===== config.mk =====
export PLATFORM = sky130hd
export DESIGN_NAME = lcd_val_sched
export DESIGN_NICKNAME = d
export VERILOG_FILES = /design/src/rtl/lcd_sched_pkg.sv /design/src/rtl/lcd_val_sched_vs_edge_sync.sv /design/src/rtl/lcd_val_sched.sv
export SDC_FILE = /design/constraint.sdc
export NUM_CORES = 1
export LEC_CHECK = 0
export BUFFER_PORTS_ARGS = -buffer_cell sky130_fd_sc_hd__buf_2
export CELL_PAD_IN_SITES_DETAIL_PLACEMENT = 0
export CELL_PAD_IN_SITES_GLOBAL_PLACEMENT = 1
export CORE_UTILIZATION = 44
export CTS_CLUSTER_SIZE = 28
export DETAILED_ROUTE_END_ITERATION = 8
export GPL_ROUTABILITY_DRIVEN = 0
export PLACE_DENSITY = 0.91
export SYNTH_ARGS = -nofsm -noshare
export SYNTH_HDL_FRONTEND = slang
export SYNTH_HIERARCHICAL = 1
export SYNTH_SLANG_ARGS = --single-unit

===== constraint.sdc =====
create_clock -name sys_clk -period 3.3 [get_ports sys_clk]
set_clock_uncertainty 0.05 [all_clocks]
set_input_delay 0.495 -clock sys_clk [delete_from_list [all_inputs] [get_ports sys_clk]]
set_output_delay 0.495 -clock sys_clk [all_outputs]
set_load 0.01 [all_outputs]

===== src/rtl/lcd_sched_pkg.sv =====
// Shared types and constants for the LCD value scheduler and its helpers.
// The scheduler state, display-mux label encoding and default datapath width live here.
package lcd_sched_pkg;

  localparam int DEFAULT_DATA_W = 20;

  localparam logic MUX_TEMP = 1'b0;
  localparam logic MUX_HUM  = 1'b1;

  typedef enum logic [1:0] {
    IDLE   = 2'd0,
    SHOW_T = 2'd1,
    SHOW_H = 2'd2
  } sched_state_t;

endpackage


===== src/rtl/lcd_val_sched_vs_edge_sync.sv =====
// Brings an asynchronous vertical-sync line into the sys_clk domain and emits a
// registered one-cycle pulse per rising edge, three sys_clk after the raw edge.
module vs_edge_sync (
  input  logic sys_clk,
  input  logic sys_rst,
  input  logic vs_async,
  output logic frame_tick
);

  logic vs_meta;
  logic vs_sync;
  logic vs_sync_d;

  // Reset flushes the whole chain, so an edge caught mid-synchroniser is dropped.
  always_ff @(posedge sys_clk) begin
    if (sys_rst) begin
      vs_meta    <= 1'b0;
      vs_sync    <= 1'b0;
      vs_sync_d  <= 1'b0;
      frame_tick <= 1'b0;
    end else begin
      vs_meta    <= vs_async;
      vs_sync    <= vs_meta;
      vs_sync_d  <= vs_sync;
      frame_tick <= vs_sync & ~vs_sync_d;
    end
  end

endmodule


===== src/rtl/lcd_val_sched.sv =====
// Frame-synchronous scheduler feeding value/sign/label to the LCD character path.
// Samples are shadowed on accept and only reach the display at a frame tick.
module lcd_val_sched
  import lcd_sched_pkg::*;
#(
  parameter int DATA_W          = DEFAULT_DATA_W,
  parameter int FRAMES_PER_ITEM = 120,
  parameter int TIMEOUT_CYC     = 150_000_000,
  parameter int CNT_W           = 28
) (
  input  logic              sys_clk,
  input  logic              sys_rst,
  input  logic              t_valid,
  output logic              t_ready,
  input  logic [DATA_W-1:0] t_data,
  input  logic              t_sign,
  input  logic              h_valid,
  output logic              h_ready,
  input  logic [DATA_W-1:0] h_data,
  input  logic              lcd_vs,
  output logic [DATA_W-1:0] disp_data,
  output logic              disp_sign,
  output logic              disp_mux,
  output logic              t_stale,
  output logic              h_stale
);

  localparam int FCNT_W = (FRAMES_PER_ITEM > 1) ? $clog2(FRAMES_PER_ITEM) : 1;
  localparam logic [FCNT_W-1:0] LAST_FRAME  = FCNT_W'(FRAMES_PER_ITEM - 1);
  localparam logic [CNT_W-1:0]  TIMEOUT_VAL = CNT_W'(TIMEOUT_CYC);

  logic frame_tick;

  vs_edge_sync u_vs_edge_sync (
    .sys_clk   (sys_clk),
    .sys_rst   (sys_rst),
    .vs_async  (lcd_vs),
    .frame_tick(frame_tick)
  );

  // Refusing samples on the tick cycle keeps shadows stable while the display loads.
  assign t_ready = ~frame_tick;
  assign h_ready = ~frame_tick;

  logic t_accept;
  logic h_accept;

  assign t_accept = t_valid & t_ready;
  assign h_accept = h_valid & h_ready;

  logic [DATA_W-1:0] t_shadow;
  logic              t_sign_shadow;
  logic [DATA_W-1:0] h_shadow;
  logic              has_t;
  logic              has_h;

  always_ff @(posedge sys_clk) begin
    if (sys_rst) begin
      t_shadow      <= '0;
      t_sign_shadow <= 1'b0;
      has_t         <= 1'b0;
    end else if (t_accept) begin
      t_shadow      <= t_data;
      t_sign_shadow <= t_sign;
      has_t         <= 1'b1;
    end
  end

  always_ff @(posedge sys_clk) begin
    if (sys_rst) begin
      h_shadow <= '0;
      has_h    <= 1'b0;
    end else if (h_accept) begin
      h_shadow <= h_data;
      has_h    <= 1'b1;
    end
  end

  // Age counters start saturated so a source with no data yet reads as stale.
  logic [CNT_W-1:0] t_age;
  logic [CNT_W-1:0] h_age;

  always_ff @(posedge sys_clk) begin
    if (sys_rst) begin
      t_age <= TIMEOUT_VAL;
    end else if (t_accept) begin
      t_age <= '0;
    end else if (t_age != TIMEOUT_VAL) begin
      t_age <= t_age + 1'b1;
    end
  end

  always_ff @(posedge sys_clk) begin
    if (sys_rst) begin
      h_age <= TIMEOUT_VAL;
    end else if (h_accept) begin
      h_age <= '0;
    end else if (h_age != TIMEOUT_VAL) begin
      h_age <= h_age + 1'b1;
    end
  end

  assign t_stale = (t_age == TIMEOUT_VAL);
  assign h_stale = (h_age == TIMEOUT_VAL);

  sched_state_t      state;
  sched_state_t      state_nx;
  logic [FCNT_W-1:0] frame_cnt;
  logic [FCNT_W-1:0] frame_cnt_nx;

  always_ff @(posedge sys_clk) begin
    if (sys_rst) begin
      state     <= IDLE;
      frame_cnt <= '0;
    end else begin
      state     <= state_nx;
      frame_cnt <= frame_cnt_nx;
    end
  end

  // An item only hands over to a channel that has data; otherwise it keeps the screen.
  always_comb begin
    state_nx     = state;
    frame_cnt_nx = frame_cnt;
    if (frame_tick) begin
      unique case (state)
        IDLE: begin
          frame_cnt_nx = '0;
          if (has_t) begin
            state_nx = SHOW_T;
          end else if (has_h) begin
            state_nx = SHOW_H;
          end
        end
        SHOW_T: begin
          if (frame_cnt == LAST_FRAME) begin
            frame_cnt_nx = '0;
            if (has_h) begin
              state_nx = SHOW_H;
            end
          end else begin
            frame_cnt_nx = frame_cnt + 1'b1;
          end
        end
        SHOW_H: begin
          if (frame_cnt == LAST_FRAME) begin
            frame_cnt_nx = '0;
            if (has_t) begin
              state_nx = SHOW_T;
            end
          end else begin
            frame_cnt_nx = frame_cnt + 1'b1;
          end
        end
        default: begin
          state_nx     = IDLE;
          frame_cnt_nx = '0;
        end
      endcase
    end
  end

  // Loading from next-state makes the new item visible one cycle after the tick.
  always_ff @(posedge sys_clk) begin
    if (sys_rst) begin
      disp_data <= '0;
      disp_sign <= 1'b0;
      disp_mux  <= MUX_TEMP;
    end else if (frame_tick) begin
      case (state_nx)
        SHOW_T: begin
          disp_data <= t_shadow;
          disp_sign <= t_sign_shadow;
          disp_mux  <= MUX_TEMP;
        end
        SHOW_H: begin
          disp_data <= h_shadow;
          disp_sign <= 1'b0;
          disp_mux  <= MUX_HUM;
        end
        default: begin
        end
      endcase
    end
  end

endmodule


==> results.cfg, run 1 <==
[status]
result_of_the_run = completed

[power]
seq_power_share = 0.458
ir_worst_vdd_v = 0.000399
swShare = 0.246
p_int_uw = 2850
combinationalPowerShare = 0.073
cellPowerDensity_nw_per_um2 = 527
net-switching-power_uw = 927
power.leakage_uw = 0.00263
pwr-share-clk = 0.470

[synthesis]
avgSynthCellArea_um2 = 8.36
yosys_warnings = 6
proportion_of_synthesized_flip_flops_having_asynchronous_set_or_reset = 0
syn-num-nets = 789
post_synth_inst_count = 733
synth_area_um2 = 6130
cells_taking_the_most_area_after_synthesis = sky130_fd_sc_hd__dfxtp_1 44%, sky130_fd_sc_hd__nand2_1 7.3%, sky130_fd_sc_hd__a21oi_1 6.0%
synth.yosys.seq_area_share = 0.438
synth_top_cell_by_area = sky130_fd_sc_hd__dfxtp_1
yosys.area.top_type_share = 0.438
yosysUniqueCellTypes = 67
synth_flop_cell = sky130_fd_sc_hd__dfxtp_1
edff_count_synth = 0
flip_flop_and_latch_count_after_synthesis = 134

[timing]
grt_setup_unrepaired = false
setup_ws_ns = 0.506
max_slew.worst_pin.slew_ns = 0.684
final_max_slew_viol_count = 0
period_minus_slack_ns = 2.79
final_cycle_share = 0.847
timing.fmax_ghz = 0.358
slew_headroom = 0.542
setup_viol = 0
final_hold_slack_ns = 0.259
tns_ns = 0
final_hold_viol_count = 0

[floorplan]
design.portCount = 72
num_rows = 42
dieHeight_um = 120
dieWidth_um = 120
core_region_area_um2 = 13400
die-area_um2 = 14400
start_util = 0.457

[cts]
worst_setup_hold_path_clk_slew_ns = 0.06
tritoncts_num_sinks = 134
cts.repair.resized = 0
post_cts_buffers = 0
ctsHtreeMaxLevel = 4
cts_tree = done
clkLatencyLatePin_ns = 0.42
root_buffer = sky130_fd_sc_hd__clkbuf_16
cts_hold_repair.buffers = 0
numCtsBuffers = 17
cts-root-to-sink-buffers = 2

[placement]
place.detailed.hpwl_mm = 9.66
dp_worst_setup_slack_ns = 0.562
io_buffer_count = 71

[final_layout]
final_net_count = 847
multiInputGateArea_um2 = 3220
synthesis_to_layout_area_growth_pct = 16.9
final-seq-area_um2 = 2680
diodes = 0
fill_cells = 1241
final_common_cell = sky130_fd_sc_hd__dfxtp_1
most-common-layout-cells = 134 x sky130_fd_sc_hd__dfxtp_1, 119 x sky130_fd_sc_hd__nand2_1, 73 x sky130_fd_sc_hd__a21oi_1
final_layout_size_suffix_gt1_frac = 0.154

[setup_path]
timing.rr.end = disp_mux
worst_setup_path_end_kind = flip-flop
critical_path_class = flip-flop to flip-flop
worst_setup_path_start_kind = flip-flop
regToRegSetupSlack_ns = 0.51
wp_data_required_ns = 3.54
crit_fanout = 42
worst_ep_arrival_time_ns = 3.03
timing.rr.start = frame_cnt[0]
r2r_cells = 10

[flow_run]
max-cap-violations = 0

[min_path]
hold_start = lcd_vs
holdCritPathClass = input pin to flip-flop
worstHoldEndpoint = u_vs_edge_sync/vs_meta
worst_hold_path.num_cells = 2

[routing]
wirelength_mm = 14.7
dr_total_vias = 5527
wl_met1_mm = 6.76
drt_first_pass_iters = 6
routed_wire_length_per_instance_um = 14.9
drt_iter0_markers = 388
postRouteAntennaNets = 0
met2_length_mm = 6.98
dr.max_layer_used = met4
viasPerCell = 5.64
post-route-drc-count = 0
wl_met3_um = 736

[global_routing]
first_pass_grt_wire_length_mm = 24.5
global_route.usage.total = 0.213
vias_in_the_first_global_route = 5261
gr-total-overflow = 0
grt_antenna_before_repair = 0
maximum_number_of_pins_on_one_net_before_global_route_repair = 60
-- critical path, cell delays in order (launching register included) --
cell and delay [ns]:
sky130_fd_sc_hd__dfxtp_1 0.39, sky130_fd_sc_hd__ha_1 0.21, sky130_fd_sc_hd__and4_1 0.39, sky130_fd_sc_hd__a21oi_1 0.11
sky130_fd_sc_hd__o21ai_0 0.27, sky130_fd_sc_hd__o211ai_1 0.16, sky130_fd_sc_hd__ha_1 0.32, sky130_fd_sc_hd__nor2_2 0.08
sky130_fd_sc_hd__buf_4 0.39, sky130_fd_sc_hd__mux2i_1 0.24, sky130_fd_sc_hd__nor2_1 0.05
-- metal layers --
layer  vias up  global-route usage
met5         -                   0
met4         0              0.0828
met3        17              0.0570
met2       159               0.344
met1      2596               0.269
li1       2755                   -
-- Yosys cell counts, types with 6 or more instances --
cell type,n
sky130_fd_sc_hd__a21oi_1,73
sky130_fd_sc_hd__o211ai_1,6
sky130_fd_sc_hd__clkbuf_1,28
sky130_fd_sc_hd__xor2_1,11
sky130_fd_sc_hd__nor2b_1,7
sky130_fd_sc_hd__nand4_1,19
sky130_fd_sc_hd__nor3_1,14
sky130_fd_sc_hd__xnor2_1,10
sky130_fd_sc_hd__dfxtp_1,134
sky130_fd_sc_hd__nand2_1,119
sky130_fd_sc_hd__ha_1,10
sky130_fd_sc_hd__nor4_1,8
sky130_fd_sc_hd__or3_1,8
sky130_fd_sc_hd__and4_1,14
sky130_fd_sc_hd__a31oi_1,8
sky130_fd_sc_hd__inv_1,11
sky130_fd_sc_hd__or4_1,11
sky130_fd_sc_hd__a211oi_1,21
sky130_fd_sc_hd__mux2i_1,22
sky130_fd_sc_hd__o31ai_1,8
sky130_fd_sc_hd__buf_2,8
sky130_fd_sc_hd__nand3_1,38
sky130_fd_sc_hd__nor2_1,60
sky130_fd_sc_hd__o21ai_0,20
-- cell families (layout without fill, tap and decap cells) --
family / count (synthesis) / count (layout) / share of synthesized area
multiplexers: 22 / 22 / 0.0359
flip-flops: 134 / 134 / 0.438
adder cells (fa/ha/maj): 10 / 10 / 0.0204
AND/OR/NAND/NOR: 333 / 333 / 0.281
buffers and inverters: 56 / 127 / 0.0372
AO/OA/AOI/OAI: 157 / 157 / 0.158
XOR/XNOR: 21 / 21 / 0.0300
-- per-stage QoR --
| stage | utilization | cells | total power (uW) | area, um^2 |
|---|---|---|---|---|
| after global placement | 0.493 | 948 | 2020 | 6610 |
| after CTS | 0.535 | 980 | 3800 | 7160 |
| final | 0.535 | 980 | 3770 | 7160 |
| after global routing | 0.535 | 980 | 3910 | 7160 |
| after floorplan | - | 733 | 1940 | 6130 |
| after detailed placement | 0.493 | 948 | 2030 | 6610 |
-- registers in the layout (all words and copies together) (netlist names) --
signal	count
h_age	28
t_age	28
disp_data	20
h_shadow	20
t_shadow	20
frame_cnt	7
state	2
disp_mux	1
disp_sign	1
has_h	1
has_t	1
t_sign_shadow	1
u_vs_edge_sync/frame_tick	1
u_vs_edge_sync/vs_meta	1
u_vs_edge_sync/vs_sync	1
u_vs_edge_sync/vs_sync_d	1
-- power by group through the flow --
stage	Combinational, uW	Clock, uW	Sequential [uW]
after floorplan	188	0	1750
after global placement	265	0	1760
after detailed placement	274	0	1760
after CTS	276	1800	1720
after global routing	309	1860	1730
final	274	1770	1730
-- how the worst max path moves through the flow --
stage                  from  cells after the start      endpoint
2_1_floorplan  frame_cnt[0]                     11  disp_data[0]
3_3_place_gp   frame_cnt[0]                     10     disp_sign
3_5_place_dp   frame_cnt[0]                     10      disp_mux
4_1_cts        frame_cnt[0]                     10      disp_mux
5_1_grt        frame_cnt[0]                     10  disp_data[3]
6_report       frame_cnt[0]                     10      disp_mux
-- cell type report --
type                       count  area share
multi-input combinational    543       0.450
sequential                   134       0.374
clock buffer                  22      0.0634
timing repair buffer          82      0.0611
tap                          176      0.0307
clock inverter                10      0.0138
inverter                      13     0.00681
(Power assumes the default switching activity.)
==> inputs of run 2 (changes only) <==
Settings changed: CORE_UTILIZATION 44 to 39, PLACE_DENSITY 0.91 to 0.86.
Clock period 3.3 ns to 2.57 ns, I/O delays scaled along.
==> run 2 against run 1 <==
Compared with the run above:
- power is 31% higher
- die area is 13% higher
- non-clock buffer count is 8 higher
- critical endpoint is now disp_data[7]
- largest power group unchanged
==> results.cfg, run 2 (synthesis gave the netlist of run 1 again) <==
[floorplan]
dieHeight_um = 127
die-area_um2 = 16200
start_util = 0.401
dieWidth_um = 127
num_rows = 45
core_region_area_um2 = 15300
design.portCount = 72

[timing]
max_slew.worst_pin.slew_ns = 0.823
period_minus_slack_ns = 2.49
slew_headroom = 0.451
timing.fmax_ghz = 0.402
final_max_slew_viol_count = 0
tns_ns = 0
setup_ws_ns = 0.0836
final_hold_viol_count = 0
setup_viol = 0
final_cycle_share = 0.967

[setup_path]
critPathTopFamily = compound AO/OA/AOI/OAI gates
wp_data_required_ns = 2.85
worst_ep_arrival_time_ns = 2.77
crit_fanout = 10
critical_path_class = flip-flop to flip-flop
critical_path_cell_count = 11
worst-path-buf-inv = 2
worst_setup_path_end_kind = flip-flop
r2r_cells = 11
critical_path.max_stage_delay_ns = 0.37
critical-path-slowest-cell = sky130_fd_sc_hd__dfxtp_1
critical_path.cell_chain = ha_2 -> and4_2 -> a21boi_0 -> o21a_1 -> o211ai_1 -> ha_1 -> nor2_4 -> buf_12 -> clkbuf_16 -> nor2_1 -> a211oi_1
worst_setup_path_start_kind = flip-flop

[global_routing]
grt_antenna_before_repair = 0
vias_in_the_first_global_route = 4969
gr-total-overflow = 0
maximum_number_of_pins_on_one_net_before_global_route_repair = 79
first_pass_grt_wire_length_mm = 24.2
global_route.usage.total = 0.186

[routing]
drt_first_pass_iters = 4
viasPerCell = 5.34
postRouteAntennaNets = 0
drt_iter0_markers = 309
wirelength_mm = 14.8
routed_wire_length_per_instance_um = 14.5
post-route-drc-count = 0
dr_total_vias = 5461

[final_layout]
multiInputGateArea_um2 = 3250
final-seq-area_um2 = 2680
final_layout_size_suffix_gt1_frac = 0.174
final_common_cell = sky130_fd_sc_hd__dfxtp_1
fin_area_um2 = 7400
most-common-layout-cells = 133 x sky130_fd_sc_hd__dfxtp_1, 119 x sky130_fd_sc_hd__nand2_1, 73 x sky130_fd_sc_hd__a21oi_1
largestRegisters = h_age: 28 flops, t_age: 28 flops
diodes = 0
fill_cells = 1473
synthesis_to_layout_area_growth_pct = 20.8
final_net_count = 855

[cts]
root_buffer = sky130_fd_sc_hd__clkbuf_16
tritoncts_num_sinks = 134
ctsHtreeMaxLevel = 4
clkLatencyLatePin_ns = 0.43
worst_setup_hold_path_clk_slew_ns = 0.06
numCtsBuffers = 17
cts_hold_repair.buffers = 0
cts-root-to-sink-buffers = 2
cts_tree = done

[power]
net-switching-power_uw = 1280
seq_power_share = 0.449
ir_worst_vdd_v = 0.000493
cellPowerDensity_nw_per_um2 = 666
combinationalPowerShare = 0.075
p_int_uw = 3660
pwr-share-clk = 0.476
swShare = 0.259
power.leakage_uw = 0.00271

[placement]
post_dp_cell_area_um2 = 6710
place.detailed.hpwl_mm = 9.35
io_buffer_count = 71
dp_worst_setup_slack_ns = 0.138

[min_path]
holdCritPathClass = input pin to flip-flop
worst_hold_path.num_cells = 2

[flow_run]
max-cap-violations = 0

[status]
result_of_the_run = completed
-- run 2: cell types whose count changed in the layout (fill, tap and decap cells not counted), moves of 2 or more --
cell | before | now
sky130_fd_sc_hd__clkbuf_16 | 17 | 20
sky130_fd_sc_hd__clkbuf_1 | 4 | 0
sky130_fd_sc_hd__buf_4 | 11 | 13
sky130_fd_sc_hd__inv_6 | 2 | 8
sky130_fd_sc_hd__buf_12 | 0 | 3
-- run 2: area by class of cell --
class,count,share of cell area
multi-input cells,543,0.439
flip-flops and latches,134,0.363
repair buffers,90,0.0795
clock buffers,17,0.0575
well taps,211,0.0357
clock inverters,15,0.0193
inverters,13,0.00659
-- run 2: path summary, 6_finish.rpt --
path,startpoint,endpoint,slack [ns]
setup / recovery,frame_cnt[1],disp_data[7],0.08
hold reg to reg,u_vs_edge_sync/vs_sync_d,u_vs_edge_sync/frame_tick,0.35
setup reg to reg,frame_cnt[1],disp_data[7],0.08
hold / removal,lcd_vs,u_vs_edge_sync/vs_meta,0.13
-- run 2: worst reg2reg max path: cells and delay by family (launching register included) --
kind                     cells  cell delay [ns]
AO/OA/AOI/OAI                4             0.71
adder cells (fa/ha/maj)      2             0.50
buffers and inverters        2             0.30
flip-flops                   1             0.37
AND/OR/NAND/NOR              3             0.47
-- run 2: layer usage --
layer	part of all wire	up-vias	global-route usage	routed length, um
li1	-	2780	-	-
met1	0.50	2556	0.254	7470
met2	0.44	114	0.285	6560
met3	0.043	11	0.0427	637
met4	0.011	0	0.0756	164
met5	0	-	0	0
-- run 2: power groups by stage --
| stage | registers, uW | logic (uW) | clock network (uW) |
|---|---|---|---|
| after CTS | 2210 | 364 | 2410 |
| after global routing | 2220 | 418 | 2490 |
| final | 2210 | 370 | 2350 |
| after global placement | 2260 | 359 | 0 |
| after floorplan | 2240 | 242 | 0 |
| after detailed placement | 2260 | 361 | 0 |
-- run 2: what timing repair did --
action / in CTS / in global routing
gates cloned: 0 / 3
resized for setup: 1 / 7
pin swaps: 0 / 1
setup endpoints to repair: 1 / 24
buffers inserted: 0 / 1
-- run 2: through the flow --
step	cells	hold slack [ns]	utilization	total power, uW
6_report	1023	0.131	0.485	4930
3_5_place_dp	987	0.350	0.440	2620
4_1_cts	1019	0.107	0.477	4980
5_1_grt	1023	0.138	0.485	5130
3_3_place_gp	987	0.342	0.440	2620
2_1_floorplan	733	0.337	-	2490
